**config.mk**
```make
export PLATFORM = sky130hd
export DESIGN_NAME = sum_loop_controller_flat
export DESIGN_NICKNAME = d
export VERILOG_FILES = /design/src/rtl/sum_loop_if.sv /design/src/rtl/sum_loop_controller.sv /design/src/flat_wrapper.sv
export SDC_FILE = /design/constraint.sdc
export NUM_CORES = 1
export LEC_CHECK = 0
export CAP_MARGIN = 20
export CORE_UTILIZATION = 34
export CTS_BUF_LIST = sky130_fd_sc_hd__clkbuf_2
export CTS_CLUSTER_DIAMETER = 40
export DETAILED_ROUTE_END_ITERATION = 8
export GPL_TIMING_DRIVEN = 0
export SETUP_SLACK_MARGIN = 0.2
export SLEW_MARGIN = 0
export SYNTH_ARGS = -nofsm -noshare
export SYNTH_HDL_FRONTEND = slang
export SYNTH_SLANG_ARGS = --single-unit
```
**constraint.sdc**
```tcl
create_clock -name clk -period 1.9 [get_ports clk]
set_input_delay 0.38 -clock clk [delete_from_list [all_inputs] [get_ports clk]]
set_output_delay 0.38 -clock clk [all_outputs]
set_load 0.005 [all_outputs]
```
**src/rtl/sum_loop_if.sv**
```systemverilog
// Handshake and datapath-control bundle for sum_loop_controller.
// master: the controller. It receives the command inputs (start, pause) and the
//         datapath comparator (ALtN), and drives the load/select lines and status.
// slave:  the command logic and datapath on the other side.
// Signals:
//   start, pause                  command inputs
//   ALtN                          datapath comparator A < N
//   ASrcMuxSel, ALoad             A register select / load
//   SumSrcMuxSel, SumLoad         Sum register select / load
//   OutLoad                       output register load
//   busy, done, timeout           status
//   iter_count                    increments performed in current/last job
interface sum_loop_if #(
  parameter int unsigned ITER_W = 8
);
  logic              start;
  logic              pause;
  logic              ALtN;
  logic              ASrcMuxSel;
  logic              ALoad;
  logic              SumSrcMuxSel;
  logic              SumLoad;
  logic              OutLoad;
  logic              busy;
  logic              done;
  logic              timeout;
  logic [ITER_W-1:0] iter_count;

  modport master (
    input  start, pause, ALtN,
    output ASrcMuxSel, ALoad, SumSrcMuxSel, SumLoad, OutLoad,
    output busy, done, timeout, iter_count
  );

  modport slave (
    output start, pause, ALtN,
    input  ASrcMuxSel, ALoad, SumSrcMuxSel, SumLoad, OutLoad,
    input  busy, done, timeout, iter_count
  );
endinterface

```
**src/rtl/sum_loop_controller.sv**
```systemverilog
// Moore FSM sequencing the counter/accumulator datapath that computes
// Sum = 0 + 1 + ... + (N-1). One job runs per start pulse accepted in IDLE or FAULT.
// Owns every datapath load/select line, adds a start/busy/done handshake, a pause
// hold and an iteration watchdog that parks the FSM in FAULT after MAX_ITER increments.
// Ports:
//   clk    system clock, rising edge
//   reset  synchronous, active-high; returns to IDLE with iter_count cleared
//   bus    sum_loop_if.master (command inputs, comparator, loads/selects, status)
// Parameters:
//   ITER_W    width of iter_count
//   MAX_ITER  increment count that trips the watchdog (1 .. 2^ITER_W-1)
module sum_loop_controller #(
  parameter int unsigned ITER_W   = 8,
  parameter int unsigned MAX_ITER = 255
) (
  input  logic           clk,
  input  logic           reset,
  sum_loop_if.master     bus
);

  typedef enum logic [2:0] {
    StIdle,
    StInit,
    StCmp,
    StAcc,
    StInc,
    StOut,
    StDone,
    StFault
  } state_e;

  state_e            state_q, state_d;
  logic [ITER_W-1:0] iter_q, iter_d;
  logic [ITER_W-1:0] iter_inc;

  logic a_sel, a_load, sum_sel, sum_load, out_load;
  logic busy, done, timeout;

  assign iter_inc = iter_q + ITER_W'(1);

  always_ff @(posedge clk) begin
    if (reset) begin
      state_q <= StIdle;
      iter_q  <= '0;
    end else begin
      state_q <= state_d;
      iter_q  <= iter_d;
    end
  end

  // Next state plus state-decoded outputs. While paused in an active state the
  // state and counter hold and every load enable is forced low; selects still
  // follow the held state so the datapath mux inputs stay stable.
  always_comb begin
    state_d  = state_q;
    iter_d   = iter_q;
    a_sel    = 1'b0;
    a_load   = 1'b0;
    sum_sel  = 1'b0;
    sum_load = 1'b0;
    out_load = 1'b0;
    busy     = 1'b0;
    done     = 1'b0;
    timeout  = 1'b0;

    unique case (state_q)
      StIdle: begin
        if (bus.start) state_d = StInit;
      end

      StInit: begin
        busy     = 1'b1;
        a_load   = ~bus.pause;
        sum_load = ~bus.pause;
        if (!bus.pause) begin
          iter_d  = '0;
          state_d = StCmp;
        end
      end

      StCmp: begin
        busy = 1'b1;
        if (!bus.pause) state_d = bus.ALtN ? StAcc : StOut;
      end

      StAcc: begin
        busy     = 1'b1;
        sum_sel  = 1'b1;
        sum_load = ~bus.pause;
        if (!bus.pause) state_d = StInc;
      end

      StInc: begin
        busy   = 1'b1;
        a_sel  = 1'b1;
        a_load = ~bus.pause;
        if (!bus.pause) begin
          iter_d  = iter_inc;
          // Watchdog: this increment is the MAX_ITER-th of the job.
          state_d = (iter_inc == ITER_W'(MAX_ITER)) ? StFault : StCmp;
        end
      end

      StOut: begin
        busy     = 1'b1;
        out_load = ~bus.pause;
        if (!bus.pause) state_d = StDone;
      end

      StDone: begin
        // start is deliberately not sampled here; a new job needs IDLE.
        done    = 1'b1;
        state_d = StIdle;
      end

      StFault: begin
        timeout = 1'b1;
        if (bus.start) state_d = StInit;
      end

      default: begin
        state_d = StIdle;
      end
    endcase
  end

  assign bus.ASrcMuxSel   = a_sel;
  assign bus.ALoad        = a_load;
  assign bus.SumSrcMuxSel = sum_sel;
  assign bus.SumLoad      = sum_load;
  assign bus.OutLoad      = out_load;
  assign bus.busy         = busy;
  assign bus.done         = done;
  assign bus.timeout      = timeout;
  assign bus.iter_count   = iter_q;

endmodule
```
**src/flat_wrapper.sv**
```systemverilog
// flat-port wrapper written by rule: the top's interface ports become plain ports
module sum_loop_controller_flat 
#(
  parameter int unsigned ITER_W   = 8,
  parameter int unsigned MAX_ITER = 255
)
  (clk, reset, bus_start, bus_pause, bus_ALtN, bus_ASrcMuxSel, bus_ALoad, bus_SumSrcMuxSel, bus_SumLoad, bus_OutLoad, bus_busy, bus_done, bus_timeout, bus_iter_count);
  sum_loop_if #(.ITER_W(ITER_W)) bus_i ();
  input  logic clk;
  input  logic reset;
  input wire logic [$bits(bus_i.start)-1:0] bus_start;
  input wire logic [$bits(bus_i.pause)-1:0] bus_pause;
  input wire logic [$bits(bus_i.ALtN)-1:0] bus_ALtN;
  output wire logic [$bits(bus_i.ASrcMuxSel)-1:0] bus_ASrcMuxSel;
  output wire logic [$bits(bus_i.ALoad)-1:0] bus_ALoad;
  output wire logic [$bits(bus_i.SumSrcMuxSel)-1:0] bus_SumSrcMuxSel;
  output wire logic [$bits(bus_i.SumLoad)-1:0] bus_SumLoad;
  output wire logic [$bits(bus_i.OutLoad)-1:0] bus_OutLoad;
  output wire logic [$bits(bus_i.busy)-1:0] bus_busy;
  output wire logic [$bits(bus_i.done)-1:0] bus_done;
  output wire logic [$bits(bus_i.timeout)-1:0] bus_timeout;
  output wire logic [$bits(bus_i.iter_count)-1:0] bus_iter_count;
  assign bus_i.start = bus_start;
  assign bus_i.pause = bus_pause;
  assign bus_i.ALtN = bus_ALtN;
  assign bus_ASrcMuxSel = bus_i.ASrcMuxSel;
  assign bus_ALoad = bus_i.ALoad;
  assign bus_SumSrcMuxSel = bus_i.SumSrcMuxSel;
  assign bus_SumLoad = bus_i.SumLoad;
  assign bus_OutLoad = bus_i.OutLoad;
  assign bus_busy = bus_i.busy;
  assign bus_done = bus_i.done;
  assign bus_timeout = bus_i.timeout;
  assign bus_iter_count = bus_i.iter_count;
  sum_loop_controller #(.ITER_W(ITER_W), .MAX_ITER(MAX_ITER)) u_core (.clk(clk), .reset(reset), .bus(bus_i));
endmodule
```
* Word level (Yosys, flattened, before mapping)
Index checks and enable logic that the tools add are counted.
Word-level totals: output and inout bits 16, logic and storage cells 46, input bits 5, bits in registers 11
Cells by class: reduce and logical (&&, ||, !) cells 8, bitwise operators 1, add/subtract/negate cells 1, mux-type cells 20, equal/unequal tests 14
Operators with widths (count):
- 3-bit two-way mux | 8
- 3-bit one-hot mux with 7 select lines | 1
- 8-bit two-way mux | 2
- 8-bit one-hot mux with 2 select lines | 1
- 3-bit == test, second input constant | 4
- 2-bit != test, second input constant | 5
- 8-bit by 1-bit adder with 8-bit output, second input constant | 1
- 8-bit == test, second input constant | 1
- 1-bit two-way mux | 8
- 3-bit by 2-bit == test with 1-bit output, second input constant | 2
- 6-bit AND reduction | 1
- 2-bit OR reduction | 3
- 5-bit OR reduction | 1
- 3-bit by 1-bit == test with 1-bit output, second input constant | 1
- 3-bit logical NOT | 1
- 3-bit AND reduction | 1
- 2-bit by 1-bit != test with 1-bit output, second input constant | 1
- 2-bit nonzero test | 1
- 1-bit inverter | 1

* Longest topological paths before layout
word-level depth 5, depth in mapped cells 6, gate-level depth less buffers 6

* Worst setup path after synthesis
OpenSTA, ideal clock, no wires.
path type reg-to-reg, start reg u_core.state_q[1], end reg u_core.state_q[2], data arrival time 1496 ps, path slack 325 ps, cell stages (with the launch flop) 7, required time 1821 ps, path buffers 1, period minus slack after synthesis 1575 ps, library setup time 79 ps, cells stage by stage dfxtp_1 > buf_6 > or4b_1 > or3_1 > nand2_1 > nand3_2 > a211oi_2
Between the ends: cells in the longest elaborated chain, start to end 4, elaborated cells on any way between the ends 17, classes of those cells eq/ne (13); mux (1); reduce/logical (3)
Ends and longest elaborated chain:
- start: declaration | line sum_loop_controller.sv:32 | state_e state_q, state_d;
- start signal: assignment | line sum_loop_controller.sv:43 | state_q <= StIdle;
- start signal: assignment | line sum_loop_controller.sv:46 | state_q <= state_d;
- 3-bit == test or 3-bit logical NOT (tied branches) | line sum_loop_controller.sv:66 | unique case (state_q)
- 2-bit OR reduction (no line)
- 2-bit by 1-bit != test with 1-bit output (no line)
- 6-bit AND reduction (no line)
Several ways; a longest one is shown, not always the timed one. A chain may end at the register's enable or synchronous reset.

* Worst setup path in the final report
Same ends and word-level chain as after synthesis.

==> metrics list <==
- For this run, the number of Yosys warnings is 0.
* Core Area: 0.00200 mm²
- The number of pins exceeding their max-slew limit in the final report was 0.
- The clock passes through at most 2 buffers.
- Sequential elements use 29.7% of the synthesized area.
* Bufs and invs on worst path: 2
- The number of nets in the synthesized netlist is 108.
- Arrival time worst endpoint: 2090 ps
- Averaged over all synthesized cells, the footprint is 7.35 µm².
- Global routing finished with a remaining overflow of 0.
* Finish-stage setup viols: 0
- Number of violations reported at the end of detailed-routing iteration 0: 36
- Max-cap violations in this run came to 0.
* Fill count: 171
- Clock latency on the worst-skew pair, taken at its later pin, is 280 ps.
- Ratio of cells with drive above 1 in the final layout: 39.7%
- Post-layout worst setup margin: 7.57 ps
- Worst Setup Slack post-DPL: -583 ps
* Area of the multi-input gates: 579 µm²
- Storage cell area: 234 µm²
- STA puts the critical path data required time at 2090 ps.
- Counting instances, the worst hold path has a depth of 2.
* Final antenna-violating net count: 0
- Overall die area: 0.00237 mm²
- Reg clk slew, reported paths: 120 ps
* Power share of the combinational group: 33.0%
* TritonCTS buffer count: 3
- The area growth from synthesis to layout is 69.3%.
- After synthesis the netlist holds a flip-flop and latch count of 11.
- Vias in the first global route: 848
- Antenna diode count: 0
* Post-layout minimum cycle time: 1890 ps
* Cell Area, Synth: 742 µm²
- The worst register-to-register path begins at u_core.state_q[1]$_SDFFE_PP0P_.
- Cell area after layout: 0.00126 mm²
* Post-synth EDFFs: 0
- Drt pass-1 iters: 4
- Post-layout util: 62.7%
* Total leakage power: 0.476 nW
- Along the worst path, the maximum fanout reaches 4.
* Critical Path, Cell by Cell: buf_8 > buf_6 > or4b_1 > or3_4 > nand2_4 > nand3_4 > a211oi_2
* Wire length of the first global-routing pass: 3850 µm
- Relative slew margins: 67.3%
* Proportion of power drawn by flip-flops and latches: 42.0%
- The count of endpoints failing hold in the final timing report was 0.
- Leading register cell type out of synthesis: dfxtp_1
- The top cell type by area accounts for 29.7% of the synthesized area.
- On the critical path, the stage with the largest delay is an instance of or4b_1.
- Pin count of the biggest net entering global routing: 11
- The congestion estimate from routability-driven global placement came to 0.818.
- On the final layout, the worst clock skew is 16.1 ps.
- Post-detailed-route via-to-cell ratio: 5.47
- Half-perimeter wire length of the detailed placement result: 1390 µm
- Slew of the pin with the lowest slew margin: 491 ps
- Net switching is 32.1% of the power.
- Post-Place Cell Area: 976 µm²
- DRC: 0
* Routed vias: 919
- For this run, the post-layout net count is 149.
* Setup TNS: 0 ps
- Switching power: 183 µW
* Hold/Removal Path Class: flop to flop
* Unrepaired setup endpoints after global routing: yes
* Worst Path Class, Setup: flop to flop
- Critical path launch point type: flop
* Fmax: 528 MHz
- TritonCTS built the clock tree.
- Yosys attributes the largest share of cell area to dfxtp_1 30%, a21oi_1 12%, nor2_1 4.6%.
- Initial Util: 37.1%
- PD cells: 453 mW/mm²
- Per report_power, the clock group accounts for 25.0% of the total.
- In this run the vertical extent of the chip is 48.7 µm.
- Placed cell count: 148
- The worst hold path begins at u_core.bus.iter_count[4]$_SDFFE_PP0P_.
- Dividing the detail-routed wire length by the instance count gives 14.6 µm.
- Family of cells with the greatest summed delay on the critical path: simple AND/OR/NAND/NOR gates
- The worst setup path is captured at a flop.
- Part of the cycle the worst path needs: 99.6%
- The largest single stage delay on the critical path is 490 ps.
- RR Endpoint: u_core.state_q[2]$_SDFFE_PP0P_
- Buffers inserted to repair hold after CTS numbered 0.
* Count of buffers inserted at the top-level ports: 20
* Post-route worst hold slack: 523 ps
- The tree is rooted in a clkbuf_2.
* Number of instances in the synthesized netlist: 101
- CTS built an H-tree with a depth of 1.
- Antenna violations before repair: 0
* Worst voltage drop across the vdd grid: 0.356 mV
- Yosys mapped the design onto 29 distinct sky130hd cell types.
- Horiz. Die Dim: 48.7 µm
- Ports: 21
- Endpoint of the worst hold path: u_core.bus.iter_count[4]$_SDFFE_PP0P_
* Status: completed
- Register-to-Register Setup Slack: 8 ps
* Pint: 386 µW
- The count of cells in the finished layout, fillers not included, comes to 168.
- Sum of internal, switching and leakage power: 569 µW
- Global routing used 21.0% of the available tracks across all layers.
* Worst Reg2Reg Path Length in Cells: 7
- Share of flip-flops with an asynchronous set or reset after synthesis: 0%
* Standard-cell rows: 16
* Clock sink total: 11
* Synth area leader: dfxtp_1
* WL final: 2450 µm
[layout by cell type, fill, tap and decap left out, types with 2 or more instances in the layout]
| master | count |
|---|---|
| buf_8 | 2 |
| a21oi_2 | 3 |
| inv_1 | 3 |
| or3_1 | 4 |
| buf_2 | 3 |
| o21ai_0 | 2 |
| nor3_1 | 3 |
| xnor2_1 | 2 |
| nor2_1 | 8 |
| dfxtp_4 | 2 |
| clkdlybuf4s15_1 | 3 |
| dfxtp_2 | 5 |
| nor2b_1 | 3 |
| o21ai_1 | 4 |
| buf_4 | 11 |
| dfxtp_1 | 4 |
| and3_1 | 4 |
| nor3_2 | 2 |
| a21oi_1 | 15 |
| nor2b_4 | 2 |
| clkdlybuf4s50_1 | 11 |
| clkbuf_2 | 6 |
| a211oi_1 | 2 |
| buf_6 | 4 |
| nand3_1 | 6 |
| ha_1 | 2 |
[worst max path at each step]
stage                                         startpoint                              to  slack, ps  cells past startpoint
after floorplan           u_core.state_q[1]$_SDFFE_PP0P_  u_core.state_q[2]$_SDFFE_PP0P_        330                      6
after global placement                         bus_pause                       bus_ALoad       -610                      5
after detailed placement                       bus_pause                       bus_ALoad       -580                      5
after CTS                 u_core.state_q[1]$_SDFFE_PP0P_  u_core.state_q[2]$_SDFFE_PP0P_         50                      7
after global routing      u_core.state_q[1]$_SDFFE_PP0P_  u_core.state_q[2]$_SDFFE_PP0P_        -70                      7
final                     u_core.state_q[1]$_SDFFE_PP0P_  u_core.state_q[2]$_SDFFE_PP0P_          8                      7
[Yosys cell counts (2+ instances only)]
master,instances
a211oi_1,2
dfxtp_1,11
o21ai_0,2
nand3_1,6
and3_1,4
inv_1,4
nor2b_1,5
a21oi_1,18
clkbuf_1,3
xnor2_1,2
ha_1,2
nor2_1,9
o21ai_1,6
nor3_1,6
or3_1,5
nand2_1,3
[registers in the layout (all words and copies together) (netlist names)]
signal	cells
u_core.bus.iter_count	8
u_core.state_q	3
[kinds of logic (layout without fill, tap and decap cells)]
kind of cell    Yosys count  after routing  share of synthesized area, %
xor+xnor                  3              3                          3.54
fa+ha+maj                 2              2                          3.37
flops                    11             11                          29.7
buf+inv                   9             49                          5.56
compound gates           33             33                          25.5
simple gates             43             43                          32.4
[metal layers]
layer | global-route usage, % | part of all wire [%] | vias to the layer above | routed length, µm
li1 | - | - | 454 | -
met1 | 28.6 | 45 | 434 | 1110
met2 | 31.9 | 49 | 27 | 1210
met3 | 4.72 | 4.0 | 4 | 98
met4 | 7.84 | 1.2 | 0 | 30
met5 | 0 | 0 | - | 0
[worst min-delay path, delay by kind of cell, from the launching register on]
family         cells  cell delay, ps
AO/OA/AOI/OAI      2             130
flip-flops         1             360
[cell type report]
type | instances | share of cell area, %
Tap cell | 27 | 2.69
Multi-Input combinational cell | 81 | 46.1
Sequential cell | 11 | 18.6
Buffer | 4 | 3.78
Inverter | 5 | 2.39
Timing Repair Buffer | 36 | 24.8
Clock buffer | 4 | 1.59
[power by group through the flow]
stage	Clock, mW	Sequential [mW]	Combinational (mW)
final	0.142	0.239	0.188
after global routing	0.160	0.240	0.204
after CTS	0.145	0.239	0.147
after detailed placement	0	0.245	0.102
after global placement	0	0.245	0.101
after floorplan	0	0.244	0.0608
[timing repair]
item | 4_1_cts | 5_1_grt
cloned | 1 | 0
endpoints found under the setup margin | 16 | 19
hold endpoints to repair | 0 | 0
pin swaps | 3 | 5
resized for setup | 33 | 41
buffers inserted | 10 | 5
(Power assumes the default switching activity.)
